`src/rtl/fetch_pkg.sv`:
```
// Shared types and sizing for the instruction-fetch stage.
package fetch_pkg;
  typedef enum logic [1:0] {IDLE, RUN, HALT, FAULT} fetch_state_t;

  localparam int PC_W       = 10;
  localparam int INSTR_W    = 9;
  localparam int IMEM_DEPTH = 1024;
  localparam int CNT_W      = 16;
  localparam int BR_OFS_MSB = 7;
endpackage

```
`src/rtl/next_pc_calc.sv`:
```
// Next-PC arithmetic: sequential or relative-branch target, with legal-range check.
module next_pc_calc #(
  parameter int PC_W       = fetch_pkg::PC_W,
  parameter int IMEM_DEPTH = fetch_pkg::IMEM_DEPTH,
  parameter int OFS_W      = fetch_pkg::BR_OFS_MSB + 1
) (
  input  logic [PC_W-1:0]  pc,
  input  logic [OFS_W-1:0] offset,
  input  logic             take_branch,
  output logic [PC_W-1:0]  next_pc,
  output logic             out_of_range
);
  // Two extra bits: one for sign, one so PC + offset cannot overflow silently.
  localparam int SUM_W = PC_W + 2;
  localparam logic signed [SUM_W-1:0] DEPTH_S = SUM_W'(IMEM_DEPTH);
  localparam logic signed [SUM_W-1:0] ONE_S   = SUM_W'(1);

  logic signed [SUM_W-1:0] pc_s;
  logic signed [SUM_W-1:0] step_s;
  logic signed [SUM_W-1:0] sum_s;

  always_comb begin
    pc_s   = signed'({2'b00, pc});
    step_s = take_branch ? signed'({{(SUM_W-OFS_W){offset[OFS_W-1]}}, offset}) : ONE_S;
    sum_s  = pc_s + step_s;
    next_pc      = sum_s[PC_W-1:0];
    out_of_range = sum_s[SUM_W-1] || (sum_s >= DEPTH_S);
  end
endmodule

```
`src/rtl/fetch_unit.sv`:
```
// Fetch stage: owns the PC, feeds the decoder, and sequences IDLE/RUN/HALT/FAULT.
//
//   state | meaning
//   IDLE  | waiting for START after reset
//   RUN   | one instruction fetched per cycle
//   HALT  | program finished, DONE held, START restarts
//   FAULT | PC left the legal range, only RESET exits
module fetch_unit #(
  parameter int PC_W       = fetch_pkg::PC_W,
  parameter int IMEM_DEPTH = fetch_pkg::IMEM_DEPTH,
  parameter int INSTR_W    = fetch_pkg::INSTR_W,
  parameter int CNT_W      = fetch_pkg::CNT_W
) (
  input  logic               CLK,
  input  logic               RESET,
  input  logic               START,
  input  logic [PC_W-1:0]    START_ADDR,
  input  logic               BRANCH_EN,
  input  logic               BRANCH_TAKEN,
  input  logic               HALT_REQ,
  input  logic [INSTR_W-1:0] INSTR_DATA,
  output logic [PC_W-1:0]    INSTR_ADDR,
  output logic [INSTR_W-1:0] INSTRUCTION,
  output logic               INSTR_VALID,
  output logic               DONE,
  output logic               FAULT,
  output logic [CNT_W-1:0]   CYCLE_COUNT
);
  import fetch_pkg::*;

  fetch_state_t     state_q, state_d;
  logic [PC_W-1:0]  pc_q, pc_d;
  logic             done_q, done_d;
  logic             fault_q, fault_d;
  logic [CNT_W-1:0] cnt_q, cnt_d;
  logic [CNT_W-1:0] cnt_sat;
  logic [PC_W-1:0]  next_pc;
  logic             out_of_range;

  assign INSTR_ADDR  = pc_q;
  assign INSTR_VALID = (state_q == RUN);
  assign INSTRUCTION = INSTR_VALID ? INSTR_DATA : '0;
  assign DONE        = done_q;
  assign FAULT       = fault_q;
  assign CYCLE_COUNT = cnt_q;

  assign cnt_sat = (cnt_q == {CNT_W{1'b1}}) ? cnt_q : cnt_q + 1'b1;

  next_pc_calc #(
    .PC_W       (PC_W),
    .IMEM_DEPTH (IMEM_DEPTH),
    .OFS_W      (BR_OFS_MSB + 1)
  ) u_next_pc (
    .pc           (pc_q),
    .offset       (INSTRUCTION[BR_OFS_MSB:0]),
    .take_branch  (BRANCH_EN && BRANCH_TAKEN),
    .next_pc      (next_pc),
    .out_of_range (out_of_range)
  );

  always_comb begin
    state_d = state_q;
    pc_d    = pc_q;
    done_d  = done_q;
    fault_d = fault_q;
    cnt_d   = cnt_q;
    case (state_q)
      IDLE: begin
        if (START) begin
          pc_d    = START_ADDR;
          cnt_d   = '0;
          state_d = RUN;
        end
      end
      RUN: begin
        cnt_d = cnt_sat;
        // HALT_REQ is checked first: BRANCH_EN may be X on a done instruction.
        if (HALT_REQ) begin
          done_d  = 1'b1;
          state_d = HALT;
        end else if (out_of_range) begin
          fault_d = 1'b1;
          state_d = fetch_pkg::FAULT;
        end else begin
          pc_d = next_pc;
        end
      end
      HALT: begin
        if (START) begin
          done_d  = 1'b0;
          pc_d    = START_ADDR;
          cnt_d   = '0;
          state_d = RUN;
        end
      end
      fetch_pkg::FAULT: fault_d = 1'b1;
      default: state_d = IDLE;
    endcase
  end

  always_ff @(posedge CLK) begin
    if (RESET) begin
      state_q <= IDLE;
      pc_q    <= '0;
      done_q  <= 1'b0;
      fault_q <= 1'b0;
      cnt_q   <= '0;
    end else begin
      state_q <= state_d;
      pc_q    <= pc_d;
      done_q  <= done_d;
      fault_q <= fault_d;
      cnt_q   <= cnt_d;
    end
  end
endmodule

```
`config.mk`:
```
export PLATFORM = sky130hd
export DESIGN_NAME = fetch_unit
export DESIGN_NICKNAME = d
export VERILOG_FILES = /design/src/rtl/fetch_pkg.sv /design/src/rtl/next_pc_calc.sv /design/src/rtl/fetch_unit.sv
export SDC_FILE = /design/constraint.sdc
export NUM_CORES = 1
export LEC_CHECK = 0
export BUFFER_PORTS_ARGS = -buffer_cell sky130_fd_sc_hd__buf_2
export CORE_UTILIZATION = 51
export DETAILED_ROUTE_END_ITERATION = 10
export PLACE_DENSITY = 0.9
export SLEW_MARGIN = 20
export SYNTH_ARGS = -nofsm -noshare
export SYNTH_HDL_FRONTEND = slang
export SYNTH_HIERARCHICAL = 1
export SYNTH_SLANG_ARGS = --single-unit
export TNS_END_PERCENT = 5
```
`constraint.sdc`:
```
create_clock -name CLK -period 5.1 [get_ports CLK]
set_input_delay 0.255 -clock CLK [delete_from_list [all_inputs] [get_ports CLK]]
set_output_delay 0.255 -clock CLK [all_outputs]
set_load 0.02 [all_outputs]
```
==> metrics.md, run 1 <==
| Metric | Value |
|---|---|
| Num rows | 22 |
| Maxcap violations | 0 |
| Post-CTS sizing | 0 |
| Avg Synthesized Cell Area | 7.995 um2 |
| Area contributors post-synth | dfxtp_1 (30%), mux2i_1 (5.9%), nor2_1 (5.9%) |
| Most frequent cell after synthesis | nor2_1 |
| Core ar. | 3744 um2 |
| H-tree levels | 2 |
| Share of the yosys chip area belonging to registers | 0.2957 |
| DR WL/cell | 13.71 um |
| Slew Viols, Final | 0 |
| CTS root buf | clkbuf_8 |
| Io pins | 63 |
| Syn_nets | approximately 290 |
| Largest net degree at the start of global routing | 32 |
| Min-Delay Path Class | in2reg |
| Starting Density | 0.5424 |
| Biggest area consumer among synthesized cells | dfxtp_1 |
| Setup Crit Path Kind | reg2reg |
| Detail Route Antenna Nets | 0 |
| Synth Register Bits | 30 |
| Initial antenna violation count | 0 |
| GRT Residual Overflow | 0 |
| Top cells by count, synth | nor2_1 (32), dfxtp_1 (30), nand3_1 (19), and2_1 (18), nand2_1 (16) |
| First-pass GRT wire length | 8086 um |
| CTS sink count | 30 |
| Post-synth EDFFs | 0 |
| Leak Pwr | 1.076 nW |
| # diodes | 0 |
| Final WL | 4948 um |
| Library cells used by synthesis | slightly below 50 |
| Fin crit period | roughly 4.1 ns |
| Die X | 65.10 um |
| Post-layout nets | 346 |
| Vias in the first global route | 1906 |
| Final number of hold-violating endpoints | 0 |
| Post-Layout Inst Area | 2455 um2 |
| Measured slew at the worst slew-check pin | 0.6812 ns |
| Status | finished clean |
| Worst vdd ir | between 100 and 150 uV |
| Drt pass-1 iters | 4 |
| DR vias | 2111 |
| Prevailing post-synth register cell | dfxtp_1 |
| Synth Cell Area | 2031 um2 |
| Max Fclk | 241.6 MHz |
| Longest Clk Path Bufs | 2 |
| Worst setup EP type | register |
| Placed Area | 2364 um2 |
| IO buf count | 62 |
| Yosys warns | 6 |
| Setup bufs post-CTS | 0 |
| Chip height | 65.10 um |
| Hold Slack | 0.2917 ns |
| Fraction of registers with async set/reset | 0 |
| Die ar. | 4238 um2 |
| # setup viols final | 0 |
| Final TNS setup | 0 ns |
| Hpwl dp | 3533 um |
| Layout area overhead | 20.89% |
| DR vias/cell | between 5 and 6 |
| Worst Path Required | 5.28 ns |
| Cts hold-fix bufs | 0 |
| Layout cell share with drive strength beyond 1 | 0.2684 |
| CP max FO | 20 |
| Startpoint types | register |
| Post-Synthesis Cells | 254 |
| CTS buffer count | 5 |
| Slew headroom | 0.5459 |
| Worst path arrival time | 4.32 ns |
| Clock-pin slew on the worst setup and hold paths | 0.06 ns |
| Drt first-iter violations | approximately 130 |
| CTS tree | yes |
| Worst skew pair latency | 0.28 ns |
| GRT Util Overall | 0.2431 |
| Tcrit/Tclk final | 0.8117 |
| DRC viols | 0 |
| Share of the synthesized area in the top cell type | 0.2957 |
| Skew final | 0.009883 ns |
| RSZ-0062 raised after global routing | false |
| Power per cell area | ~240 nW/um2 |
| GPL Wtd Cong | 0.8726 |
[layer usage]
metal	GRT usage	routed length, um	vias up
li1	-	-	1039
met2	0.4258	2433	98
met1	0.2865	2130	966
met3	0.04514	309	8
met5	0	0	-
met4	0.1087	75	0
[report_power, final]
group	switching [mW]	internal, mW
clock network	0.0906	0.109
logic	0.0790	0.0511
registers	0.0131	0.245
total	0.183	0.405
[worst max-delay path, stage by stage, from the launching register on]
cell	delay (ns)
dfxtp_1	0.51
nand2b_1	0.39
inv_1	0.27
and2_1	0.23
nand2b_1	0.14
ha_1	0.23
fa_1	0.43
a21o_1	0.23
a221oi_2	0.32
nor2b_2	0.11
a31oi_1	0.19
nand3_1	0.17
o31ai_2	0.27
buf_4	0.28
nor2_1	0.06
a211oi_1	0.22
[cell families (layout without fill, tap and decap cells)]
kind of cell / after synthesis / in the layout / synth area share
muxes: 14 / 14 / 0.07024
AOI/OAI and AO/OA: 55 / 55 / 0.1965
adders and majority gates: 9 / 9 / 0.05915
and+or+nand+nor: 119 / 119 / 0.3044
xor gates and xnor gates: 8 / 8 / 0.03451
DFF: 30 / 30 / 0.2958
buffers and inverters: 19 / 78 / 0.03943
[registers in the layout, summed over array words and instances, names as in the netlist]
name,count
FAULT,1
CYCLE_COUNT,16
state_q,2
DONE,1
INSTR_ADDR,10
[path summary, 6_finish.rpt]
check,slack (ns),cells after the start,endpoint,start
max,0.96,15,INSTR_ADDR[8],state_q[1]
min,0.29,3,state_q[1],START
max reg2reg,0.96,15,INSTR_ADDR[8],state_q[1]
min reg2reg,0.47,2,DONE,DONE
[cell type report]
type                            count  area [um2]
Multi-Input combinational cell    205        1355
Fill cell                         333        1289
Sequential cell                    30       600.6
Timing Repair Buffer               64       325.3
Clock buffer                        7       86.33
Tap cell                           48       60.06
Inverter                            6       22.52
Clock inverter                      1       5.005
[metrics by stage]
step | utilization | instances | power, mW | worst slack (ns)
2_1_floorplan | - | 254 | 0.3535 | 1.319
3_3_place_gp | 0.6314 | 353 | 0.3878 | 1.325
3_5_place_dp | 0.6314 | 353 | 0.3926 | 1.062
4_1_cts | 0.6557 | 361 | 0.5934 | 0.9959
5_1_grt | 0.6557 | 361 | 0.6175 | 0.6768
6_report | 0.6557 | 361 | 0.5879 | 0.9605
[layout by cell type (no fill, tap or decap), types with 7 or more instances in the layout]
cell	count
buf_2	62
nor2_1	32
dfxtp_1	30
nand3_1	19
and2_1	18
nand2_1	16
a21oi_1	12
mux2i_1	12
a211oi_1	10
a31oi_1	8
ha_1	8
xnor2_1	7
Power figures use the tool's default switching activity.
==> inputs of run 2 (changes only) <==
==> constraint.sdc (replaced) <==
create_clock -name CLK -period 3.9 [get_ports CLK]
set_input_delay 0.195 -clock CLK [delete_from_list [all_inputs] [get_ports CLK]]
set_output_delay 0.195 -clock CLK [all_outputs]
set_load 0.02 [all_outputs]
==> metrics.md, run 2 (synthesis gave the netlist of run 1 again) <==
| Metric | Value |
|---|---|
| Final number of hold-violating endpoints | 0 (unchanged) |
| Worst skew pair latency | 0.29 ns (about the same) |
| Final WL | 5173 um (+4.5%) |
| Largest net degree at the start of global routing | 32 (unchanged) |
| DRC viols | 0 (unchanged) |
| Num rows | 22 (unchanged) |
| GRT Residual Overflow | 0 (unchanged) |
| RSZ-0062 raised after global routing | false |
| Core ar. | 3744 um2 (unchanged) |
| Most common cell after layout, fill and taps aside | buf_2 |
| R2r setup slk | 0.44 ns (-0.52 ns) |
| Hold path startpoint | START |
| Setup bufs post-CTS | 0 (unchanged) |
| Worst path arrival time | 3.65 ns (-0.67 ns) |
| H-tree levels | 2 (unchanged) |
| Fin crit period | 3.456 ns (-0.6834 ns) |
| Drt pass-1 iters | 4 (unchanged) |
| Drt first-iter violations | 180 (+36%) |
| Largest register FFs | 16 (unchanged) |
| Status | finished clean |
| Starting Density | 0.5424 (unchanged) |
| GPL Wtd Cong | 0.8682 (-0.50%) |
| Detail Route Antenna Nets | 0 (unchanged) |
| Slew Viols, Final | 0 (unchanged) |
| CP max FO | 14 (-30%) |
| Leak Pwr | 1.091 nW (+1.4%) |
| Final TNS setup | 0 ns (unchanged) |
| Most frequent cells in the layout | buf_2 (62), nor2_1 (32), dfxtp_1 (30), nand3_1 (19), and2_1 (18) |
| CTS buffer count | 5 (unchanged) |
| Post-CTS sizing | 0 (unchanged) |
| Sw Share | 0.3130 (+0.002157) |
| Power per cell area | 312.9 nW/um2 (+31%) |
| Slew headroom | 0.5190 (-0.02687) |
| Max Fclk | 289.3 MHz (+20%) |
| Worst setup EP type | register |
| Chip height | 65.10 um (unchanged) |
| WHS Endpoint | DONE |
| Clk pwr share | 0.339 (about the same) |
| Worst r2r src | state_q[1] |
| Seq pwr share | 0.436 (-0.003) |
| Vias in the first global route | 2026 (+6.3%) |
| Placed Area | 2386 um2 (+0.95%) |
| Hold path depth | 4 (+1) |
| Min-Delay Path Class | in2reg |
| Maxcap violations | 0 (unchanged) |
| DR WL/cell | 14.21 um (+3.7%) |
| First-pass GRT wire length | 8790 um (+8.7%) |
| # diodes | 0 (unchanged) |
| Die X | 65.10 um (unchanged) |
| P_sw | 0.2427 mW (+33%) |
| Setup Crit Path Kind | reg2reg |
| Die ar. | 4238 um2 (unchanged) |
| DR vias | 2121 (+0.47%) |
| Tcrit/Tclk final | 0.8862 (+0.07450) |
| GRT Util Overall | 0.2671 (+0.02399) |
| Reg2reg path depth | 15 (unchanged) |
| Hold Slack | 0.2218 ns (-0.06987 ns) |
| Clock-pin slew on the worst setup and hold paths | 0.06 ns (about the same) |
| Post-layout nets | 349 (+0.87%) |
| IO buf count | 62 (unchanged) |
| Layout cell share with drive strength beyond 1 | 0.2753 (+0.006946) |
| Measured slew at the worst slew-check pin | 0.7215 ns (+0.04031 ns) |
| Skew final | 0.006129 ns (-0.003754 ns) |
| Layout area overhead | 22.00% |
| Worst vdd ir | 158.6 uV (+5.8%) |
| Combinational power share | 0.226 (+0.005) |
| CTS tree | yes |
| Initial antenna violation count | 0 (unchanged) |
| Io pins | 63 (unchanged) |
| FILL cells | 337 (+1.2%) |
| Int Pwr | 0.5326 mW (+31%) |
| Cts hold-fix bufs | 0 (unchanged) |
| # setup viols final | 0 (unchanged) |
| Hpwl dp | 3698 um (+4.7%) |
| DR vias/cell | 5.827 (-0.35%) |
| CTS root buf | clkbuf_8 |
| Post-Layout Inst Area | 2477 um2 (+0.92%) |
| Startpoint types | register |
| Longest Clk Path Bufs | 2 (unchanged) |
| Worst Path Required | 4.09 ns (-1.19 ns) |
| CTS sink count | 30 (unchanged) |
| R2r endpoint | INSTR_ADDR[7] |
==> run 2: critical path, stage by stage (launching register included) <==
cell      delay (ns)
dfxtp_1         0.33
nand2b_1        0.14
inv_1           0.17
and2_1          0.22
nand2b_1        0.14
ha_1            0.22
fa_1            0.41
a21o_1          0.21
a221oi_2        0.31
nor2b_2         0.10
a31oi_1         0.17
nand3_1         0.14
o31ai_2         0.27
buf_4           0.24
nor2_1          0.05
a211oi_1        0.23
==> run 2: power groups by stage <==
stage                     clock network [mW]  registers, mW  logic [mW]
final                                  0.263          0.338       0.175
after global routing                   0.286          0.340       0.190
after CTS                              0.265          0.338       0.174
after detailed placement                   0          0.344       0.173
after global placement                     0          0.343       0.168
after floorplan                            0          0.357       0.106
==> run 2: through the flow <==
| step | instances | power, mW | setup slack [ns] | util |
|---|---|---|---|---|
| finish | 364 | 0.7753 | 0.4440 | 0.6618 |
| global placement | 356 | 0.5114 | 0.6775 | 0.6374 |
| detailed placement | 356 | 0.5170 | 0.4830 | 0.6374 |
| CTS | 364 | 0.7764 | 0.4511 | 0.6618 |
| global route | 364 | 0.8160 | 0.1525 | 0.6618 |
| floorplan | 254 | 0.4623 | 0.1191 | - |
==> run 2: layout make-up <==
cell class,count,area [um2],area share
clock inverter,1,5.005,0.002020
multi-input combinational,205,1355,0.5470
sequential,30,600.6,0.2424
clock buffer,7,86.33,0.03485
inverter,6,22.52,0.009091
timing repair buffer,67,347.8,0.1404
tap,48,60.06,0.02424
==> run 2: worst max path at each step <==
stage / slack (ns) / start / to / depth (start not counted)
finish: 0.44 / state_q[1] / INSTR_ADDR[7] / 15
floorplan: 0.12 / state_q[1] / INSTR_ADDR[9] / 17
CTS: 0.45 / state_q[1] / INSTR_ADDR[7] / 15
global placement: 0.68 / state_q[1] / INSTR_ADDR[9] / 15
detailed placement: 0.48 / state_q[1] / INSTR_ADDR[7] / 15
global route: 0.15 / state_q[1] / INSTR_ADDR[7] / 15
==> run 2: per-layer routing <==
metal | global-route usage | up-vias | part of all wire
met5 | 0 | - | 0
met4 | 0.1359 | 0 | 0.030
met3 | 0.05729 | 14 | 0.048
met1 | 0.3094 | 992 | 0.44
met2 | 0.4609 | 71 | 0.48
li1 | - | 1044 | -
